--- src/rtl/dcache_wbuf_if.sv ---
// Core/dcache side bundle of the store buffer: core load/store port, dcache port
// and buffer occupancy status.
interface dcache_wbuf_if #(
  parameter int DEPTH = 4,
  parameter int AW    = 8,
  parameter int DW    = 32
);
  localparam int CW = $clog2(DEPTH + 1);

  logic          memwrite;
  logic          memread;
  logic [AW-1:0] dataaddr;
  logic [DW-1:0] writedata;
  logic [DW-1:0] readdata;
  logic          dc_we;
  logic [AW-1:0] dc_addr;
  logic [DW-1:0] dc_wdata;
  logic [DW-1:0] dc_rdata;
  logic [CW-1:0] wb_count;
  logic          wb_empty;

  modport slave (
    input  memwrite, memread, dataaddr, writedata, dc_rdata,
    output readdata, dc_we, dc_addr, dc_wdata, wb_count, wb_empty
  );

  modport master (
    output memwrite, memread, dataaddr, writedata, dc_rdata,
    input  readdata, dc_we, dc_addr, dc_wdata, wb_count, wb_empty
  );
endinterface

--- src/rtl/dcache_wbuf.sv ---
// Store buffer between the core data port and a single-ported dcache: a circular
// FIFO of {addr, data} that drains on non-load cycles and forwards to loads.
module dcache_wbuf #(
  parameter int DEPTH = 4,
  parameter int AW    = 8,
  parameter int DW    = 32
) (
  input  logic         clk,
  input  logic         reset,
  dcache_wbuf_if.slave bus
);
  localparam int PW = $clog2(DEPTH);
  localparam int CW = $clog2(DEPTH + 1);

  logic [AW-1:0]    r_addr [DEPTH];
  logic [DW-1:0]    r_data [DEPTH];
  logic [DEPTH-1:0] r_valid;
  logic [PW-1:0]    r_head;
  logic [PW-1:0]    r_tail;
  logic [CW-1:0]    r_count;

  logic             w_drain;
  logic             w_store;
  logic             w_push;
  logic [DEPTH-1:0] w_hit;
  logic [DEPTH-1:0] w_coal;
  logic [DW-1:0]    w_fwd;

  // Loads own the dcache port; a simultaneous store is dropped.
  assign w_drain = !bus.memread && (r_count != '0);
  assign w_store = bus.memwrite && !bus.memread;

  genvar gi;
  generate
    for (gi = 0; gi < DEPTH; gi++) begin : g_match
      assign w_hit[gi]  = r_valid[gi] && (r_addr[gi] == bus.dataaddr);
      // The head leaving this cycle must not absorb a newer store, or its old value is lost.
      assign w_coal[gi] = w_hit[gi] && !(w_drain && (r_head == PW'(gi)));
    end
  endgenerate

  assign w_push = w_store && (w_coal == '0);

  always_comb begin
    w_fwd = '0;
    for (int i = 0; i < DEPTH; i++) begin
      if (w_hit[i]) begin
        w_fwd = w_fwd | r_data[i];
      end
    end
  end

  assign bus.readdata = (bus.memread && (w_hit != '0)) ? w_fwd : bus.dc_rdata;
  assign bus.dc_we    = w_drain;
  assign bus.dc_addr  = w_drain ? r_addr[r_head] : bus.dataaddr;
  assign bus.dc_wdata = r_data[r_head];
  assign bus.wb_count = r_count;
  assign bus.wb_empty = (r_count == '0);

  always_ff @(posedge clk or posedge reset) begin
    if (reset) begin
      r_head  <= '0;
      r_tail  <= '0;
      r_count <= '0;
      r_valid <= '0;
      for (int i = 0; i < DEPTH; i++) begin
        r_addr[i] <= '0;
        r_data[i] <= '0;
      end
    end else begin
      if (w_drain) begin
        r_valid[r_head] <= 1'b0;
        r_head          <= r_head + 1'b1;
      end
      for (int i = 0; i < DEPTH; i++) begin
        if (w_store && w_coal[i]) begin
          r_data[i] <= bus.writedata;
        end
      end
      // Placed after the pop so a full-buffer store reusing the head slot stays valid.
      if (w_push) begin
        r_valid[r_tail] <= 1'b1;
        r_addr[r_tail]  <= bus.dataaddr;
        r_data[r_tail]  <= bus.writedata;
        r_tail          <= r_tail + 1'b1;
      end
      r_count <= r_count + CW'(w_push) - CW'(w_drain);
    end
  end

  a_no_rw_collision: assert property (@(posedge clk) disable iff (reset)
                                      !(bus.memread && bus.memwrite));
endmodule

--- src/flat_wrapper.sv ---
// flat-port wrapper written by rule: the top's interface ports become plain ports
module dcache_wbuf_flat 
#(
  parameter int DEPTH = 4,
  parameter int AW    = 8,
  parameter int DW    = 32
)
  (clk, reset, bus_memwrite, bus_memread, bus_dataaddr, bus_writedata, bus_dc_rdata, bus_readdata, bus_dc_we, bus_dc_addr, bus_dc_wdata, bus_wb_count, bus_wb_empty);
  dcache_wbuf_if #(.DEPTH(DEPTH), .AW(AW), .DW(DW)) bus_i ();
  input  logic clk;
  input  logic reset;
  input wire logic [$bits(bus_i.memwrite)-1:0] bus_memwrite;
  input wire logic [$bits(bus_i.memread)-1:0] bus_memread;
  input wire logic [$bits(bus_i.dataaddr)-1:0] bus_dataaddr;
  input wire logic [$bits(bus_i.writedata)-1:0] bus_writedata;
  input wire logic [$bits(bus_i.dc_rdata)-1:0] bus_dc_rdata;
  output wire logic [$bits(bus_i.readdata)-1:0] bus_readdata;
  output wire logic [$bits(bus_i.dc_we)-1:0] bus_dc_we;
  output wire logic [$bits(bus_i.dc_addr)-1:0] bus_dc_addr;
  output wire logic [$bits(bus_i.dc_wdata)-1:0] bus_dc_wdata;
  output wire logic [$bits(bus_i.wb_count)-1:0] bus_wb_count;
  output wire logic [$bits(bus_i.wb_empty)-1:0] bus_wb_empty;
  assign bus_i.memwrite = bus_memwrite;
  assign bus_i.memread = bus_memread;
  assign bus_i.dataaddr = bus_dataaddr;
  assign bus_i.writedata = bus_writedata;
  assign bus_i.dc_rdata = bus_dc_rdata;
  assign bus_readdata = bus_i.readdata;
  assign bus_dc_we = bus_i.dc_we;
  assign bus_dc_addr = bus_i.dc_addr;
  assign bus_dc_wdata = bus_i.dc_wdata;
  assign bus_wb_count = bus_i.wb_count;
  assign bus_wb_empty = bus_i.wb_empty;
  dcache_wbuf #(.DEPTH(DEPTH), .AW(AW), .DW(DW)) u_core (.clk(clk), .reset(reset), .bus(bus_i));
endmodule
--- config.mk ---
export PLATFORM = sky130hd
export DESIGN_NAME = dcache_wbuf_flat
export DESIGN_NICKNAME = d
export VERILOG_FILES = /design/src/rtl/dcache_wbuf_if.sv /design/src/rtl/dcache_wbuf.sv /design/src/flat_wrapper.sv
export SDC_FILE = /design/constraint.sdc
export NUM_CORES = 1
export LEC_CHECK = 0
export ABC_AREA = 1
export ABC_CLOCK_PERIOD_IN_PS = 5450
export CAP_MARGIN = 20
export CORE_ASPECT_RATIO = 1.1
export CORE_MARGIN = 2
export CORE_UTILIZATION = 49
export CTS_CLUSTER_SIZE = 24
export DETAILED_ROUTE_END_ITERATION = 10
export GPL_TIMING_DRIVEN = 0
export PLACE_DENSITY_LB_ADDON = 0.1
export SLEW_MARGIN = 15
export SYNTH_ARGS = -nofsm -noshare
export SYNTH_HDL_FRONTEND = slang
export SYNTH_SLANG_ARGS = --single-unit
--- constraint.sdc ---
create_clock -name clk -period 5.45 [get_ports clk]
set_input_delay 1.09 -clock clk [delete_from_list [all_inputs] [get_ports clk]]
set_output_delay 1.09 -clock clk [all_outputs]
set_load 0.005 [all_outputs]
Yosys cells after proc, flatten, opt, wreduce, memory -nomap -nowiden
Index checks and enable logic that the tools add are counted.
W data, S select, Z words.
{ "totals": {"mem_count": 0, "mem_bits_ro": 0, "out_inout_bits": 77, "ff_bits": 171, "mem_bits_rw": 0, "input_bits": 76, "latchBits": 0} }
{ "op_classes": {"n_eq_ne": 7, "magnitude_cmp": 7, "multipliers": 0, "n_div": 0, "reduce_logical": 33, "bitwise": 8, "n_shift": 0, "addsub": 4, "n_mux": 29} }
{ "op_table": {"columns": ["operator", "n"], "rows": [
  ["$mux W32", 12],
  ["$bwmux W128", 1],
  ["$mux W128", 1],
  ["$or A32 B32 Y32", 3],
  ["$bmux W32 S2", 1],
  ["$demux W32 S2", 1],
  ["$bwmux W32", 1],
  ["$eq A8 B8 Y1", 4],
  ["$mux W8", 4],
  ["$logic_and A1 B1 Y1", 23],
  ["$bmux W8 S2", 1],
  ["$demux W8 S2", 1],
  ["$mux W4", 2],
  ["$ge A3 B3 Y1 const B", 2],
  ["$lt A2 B3 Y1 const B", 2],
  ["$not A2 Y3", 2],
  ["$logic_not A1 Y1", 5],
  ["$add A2 B1 Y2 const B", 2],
  ["$and A4 B4 Y4", 1],
  ["$demux W1 S2", 2],
  ["$eq A2 B2 Y1 const B", 2],
  ["$ge A2 B1 Y1 const B", 2],
  ["$logic_not A4 Y1", 1],
  ["$not A4 Y4", 1],
  ["10 further kinds", 11]
]} }

Longest topological paths before layout
{ "logic_depth": {"word_depth": 10, "ltp_mapped": 18, "mapped_depth_nobuf": 15} }

Least setup slack after synthesis
No wires, ideal clock.
{ "synth_timing": {"path_kind": "input port to output port", "startpoint": "input port bus_dataaddr[4]", "endpoint": "output port bus_readdata[10]", "path_stages": 11, "required_ps": 4360, "setup_slack_ps": 2013, "n_path_buf": 2, "arrival_time_ps": 2347, "cell_sequence": "buf_2 > inv_2 > nand2_1 > nand3_1 > nand3b_1 > nor2_1 > clkbuf_1 > nand2_1 > nand4_1 > nand2_1 > nand2_1"} }
{ "synth_between": {"elab_chain_cells": 10, "word_cells_on_any_way": 18} }
{ "synth_lines": {"columns": ["item", "line", "source"], "rows": [
  ["from (decl)", "flat_wrapper.sv:14", "input wire logic [$bits(bus_i.dataaddr)-1:0] bus_dataaddr;"],
  ["$eq A8 B8 Y1", "dcache_wbuf.sv:36", "assign w_hit[gi] = r_valid[gi] && (r_addr[gi] == bus.dataaddr);"],
  ["$logic_and A1 B1 Y1", "dcache_wbuf.sv:36", null],
  ["$mux W32", "dcache_wbuf.sv:47", "if (w_hit[i]) begin"],
  ["$or A32 B32 Y32", "dcache_wbuf.sv:48", "w_fwd = w_fwd | r_data[i];"],
  ["$mux W32", "dcache_wbuf.sv:47", null],
  ["$or A32 B32 Y32", "dcache_wbuf.sv:48", null],
  ["$mux W32", "dcache_wbuf.sv:47", null],
  ["$or A32 B32 Y32", "dcache_wbuf.sv:48", null],
  ["$mux W32", "dcache_wbuf.sv:47", null],
  ["$mux W32 (*)", "dcache_wbuf.sv:53", "assign bus.readdata = (bus.memread && (w_hit != '0)) ? w_fwd : bus.dc_rdata;"],
  ["to (decl)", "flat_wrapper.sv:17", "output wire logic [$bits(bus_i.readdata)-1:0] bus_readdata;"]
]} }
Mark *: on every way between the ends. The rest lies on a longest branch, timed or not.

Final worst setup path
{ "layout_timing": {"startpoint": "input port bus_dataaddr[7]", "endpoint": "output port bus_readdata[24]"} }
Same word-level chain as after synthesis.

==> flow_metrics.py <==
metrics = {
    "outcome": {
        "status": "finished clean",
    },
    "die": {
        "die_x_um": 156,
        "chipHeight_um": 171,
        "fp-row-count": 61,
        "start_util_pct": 49.5,
        "coreArea_sq_um": 25100,
        "die_area_sq_um": 26600,
        "ios": 153,
    },
    "logic_synthesis": {
        "syn_nets": 2063,
        "postSynthAreaPerCell_sq_um": 6.28,
        "yosys.cell_count.top_type": "nand2_1",
        "synthArstFlopShare_pct": 100,
        "syn_inst": 1976,
        "synth_area_sq_um": 12400,
        "yosys.area.top_type": "dfrtp_1",
        "synth_top_area_share_pct": 34.5,
        "synth_enable_flop_cells": 0,
        "yosysWarnings": 0,
        "ys_seq_area_share_pct": 34.5,
        "synthDistinctLibCells": 34,
        "yosys-top-cells-area": "dfrtp_1, nand2_1, nand4_1",
        "synth_flop_cell": "dfrtp_1",
        "synth_common_cells": "nand2_1, nand4_1, nand3_1",
        "yosys_register_bits": 171,
    },
    "power": {
        "cellPowerDensity_nw_per_um2": 496,
        "p_clk_share_pct": 17.1,
        "ir_drop_v": 0.000224,
        "p_switching_mw": 3.34,
        "leakagePower_nw": 7.49,
        "p_seq_share_pct": 33.4,
        "intPower_mw": 3.91,
        "comb_power_share_pct": 49.6,
        "p_sw_share_pct": 46.0,
    },
    "setup_path": {
        "reg2reg_depth": 16,
        "setup.worst_path.end_class": "primary output",
        "path_class": "input port to primary output",
        "path_delay_family": "buffers and inverters",
        "cpMostUsedCell": "nand2_1",
        "arrival_ns": 4.21,
        "critPathBufInv": 4,
        "critPathSlowestCell": "clkbuf_1",
        "critPathLaunchType": "input port",
        "worst-path-max-fanout": 10,
        "cp_num_cells": 12,
        "path_cells": "clkdlybuf4s50_1, buf_2, o21ai_0, nor2_1, nand2_1, nor2_2, clkbuf_1, nand3_1, nand4_1, nand2_1, nand2_1, clkdlybuf4s50_1",
        "cp.required_ns": 4.36,
        "worst_path_largest_cell_delay_ns": 0.81,
    },
    "timing": {
        "min_period_ns": 5.30,
        "fin_setup_tns_ns": 0,
        "relSlewSlack_pct": 29.9,
        "setup-violations-final": 0,
        "rsz0062_at_grt": "no",
        "drv_slew": 0,
        "clock_skew_ns": 0.0140,
        "worstMarginPinSlew_ns": 1.05,
        "fmax_mhz": 189,
        "post-route-period-util_pct": 97.3,
        "holdWs_ns": 0.483,
        "hold_violations": 0,
    },
    "global_routing": {
        "grt_pass1_wl_um": 79500,
        "grt_pass1_vias": 13883,
        "grt-ovfl-total": 0,
        "grt_max_degree": 34,
        "grt_antenna_before_repair": 2,
        "grt_use_total_pct": 39.2,
    },
    "drt": {
        "vias_per_cell": 6.12,
        "wl_um": 52500,
        "first_pass_iters": 7,
        "routed-via-count": 14962,
        "drtIter0Drc": 1876,
        "wl_per_cell_um": 21.5,
        "drtAntennaViolNets": 0,
        "drc_errors": 0,
    },
    "finish": {
        "regArea_sq_um": 4280,
        "multi_input_area_sq_um": 6950,
        "nFillCells": 2510,
        "nNetsFinal": 2201,
        "fin_util_pct": 58.3,
        "syn2layout_area_growth_pct": 17.8,
        "drive_above_1_share_pct": 7.52,
    },
    "clock_tree": {
        "root_buffer": "clkbuf_16",
        "cts_tree": "built",
        "clk_latency_ns": 0.46,
        "cts_buffers": 17,
        "cts.path.max_buffers": 2,
        "clkTransAtPathRegs_ns": 0.07,
        "postCtsHoldBufs": 0,
        "cts_max_level": 4,
        "cts_sinks": 171,
    },
    "placement": {
        "portBuffers": 114,
        "gp_routability_congestion": 0.962,
        "dp_hpwl_um": 35900,
    },
    "run": {
        "max_cap_violations": 0,
    },
    "min_path": {
        "hold_depth": 2,
        "holdCritPathClass": "flip-flop to flip-flop",
    },
}
## repair_timing
item	CTS	global route
endpoints found under the setup margin	0	11
buffers inserted	0	0
gates resized for setup	0	5
## power by group through the flow
stage	sequential (mW)	clock, mW	combinational, mW
final	2.42	1.24	3.60
after floorplan	2.25	0	2.15
after global placement	2.40	0	3.43
after CTS	2.39	1.23	3.52
after global routing	2.48	1.28	3.98
after detailed placement	2.41	0	3.51
## through the flow
| stage | setup WS, ns | cell area, sq um | std cells | power [mW] |
|---|---|---|---|---|
| 4_1_cts | 0.170 | 14600 | 2442 | 7.14 |
| 2_1_floorplan | 2.01 | 12400 | 1976 | 4.39 |
| 5_1_grt | 0.0395 | 14600 | 2443 | 7.74 |
| 3_3_place_gp | 0.274 | 14000 | 2405 | 5.83 |
| 3_5_place_dp | 0.180 | 14100 | 2410 | 5.92 |
| 6_report | 0.149 | 14600 | 2444 | 7.25 |
## kinds of logic after synthesis
group | count (synthesis) | synth area share [%]
AND/OR/NAND/NOR | 1381 | 48.0
XOR/XNOR | 6 | 0.423
flip-flops | 171 | 34.5
buffers and inverters | 261 | 9.55
AO/OA/AOI/OAI | 146 | 6.40
adder cells (fa/ha/maj) | 11 | 1.17
## registers in the layout, summed over array words and instances (netlist names)
name,cells
u_core.r_valid,4
u_core.r_tail,2
u_core.r_addr,32
u_core.r_data,128
u_core.r_head,2
u_core.bus.wb_count,3
## worst reg2reg max path, delay by kind of cell (launching register included)
family        cells  cell delay [ns]
fa+ha+maj         3             0.96
buf+inv           6             1.60
simple gates      5             0.60
xor+xnor          2             0.34
flops             1             0.38
## cell type report
cell class              count  share of cell area, %
diodes                      2                 0.0342
repair buffers            119                   8.48
clock inverters            14                  0.864
well taps                 315                   2.69
flip-flops and latches    171                   29.2
plain buffers             199                   6.53
multi-input cells        1544                   47.5
inverters                  62                   1.62
clock buffers              18                   3.00
## path summary, 6_finish.rpt
kind,from,end,slack (ns)
setup / recovery,bus_dataaddr[7],bus_readdata[24],0.15
hold / removal,u_core.r_valid[3],u_core.r_valid[3],0.48
setup reg to reg,u_core.r_head[0],u_core.bus.wb_count[2],1.49
hold reg to reg,u_core.r_valid[3],u_core.r_valid[3],0.48
max in group asynchronous,reset,u_core.r_data[66],3.22
min in group asynchronous,reset,u_core.r_data[121],1.12
## per-layer routing
metal  vias up  GRT usage, %  wire length [um]
met5         -             0                 0
met4         0          20.1              2900
met3       222          9.93              6270
met2      1023          60.3             23000
met1      6930          51.1             20300
li1       6787             -                 -
## placed cells by master (no fill, tap or decap), drive strengths merged
cell           count
clkinvlp           2
nor3               1
nand2            885
a21oi             19
clkbuf           132
xnor2              2
o22ai             32
or2                1
and3               1
inv               70
xor2               4
nor2             108
ha                10
fa                 1
clkdlybuf4s50    114
a31oi              8
nand3            188
buf               90
o211ai             2
diode              2
a21boi             2
nand3b             1
clkinv             4
nand4            196
dfrtp            171
o21ai             83
Note: power is estimated with default switching activity, not from simulation.
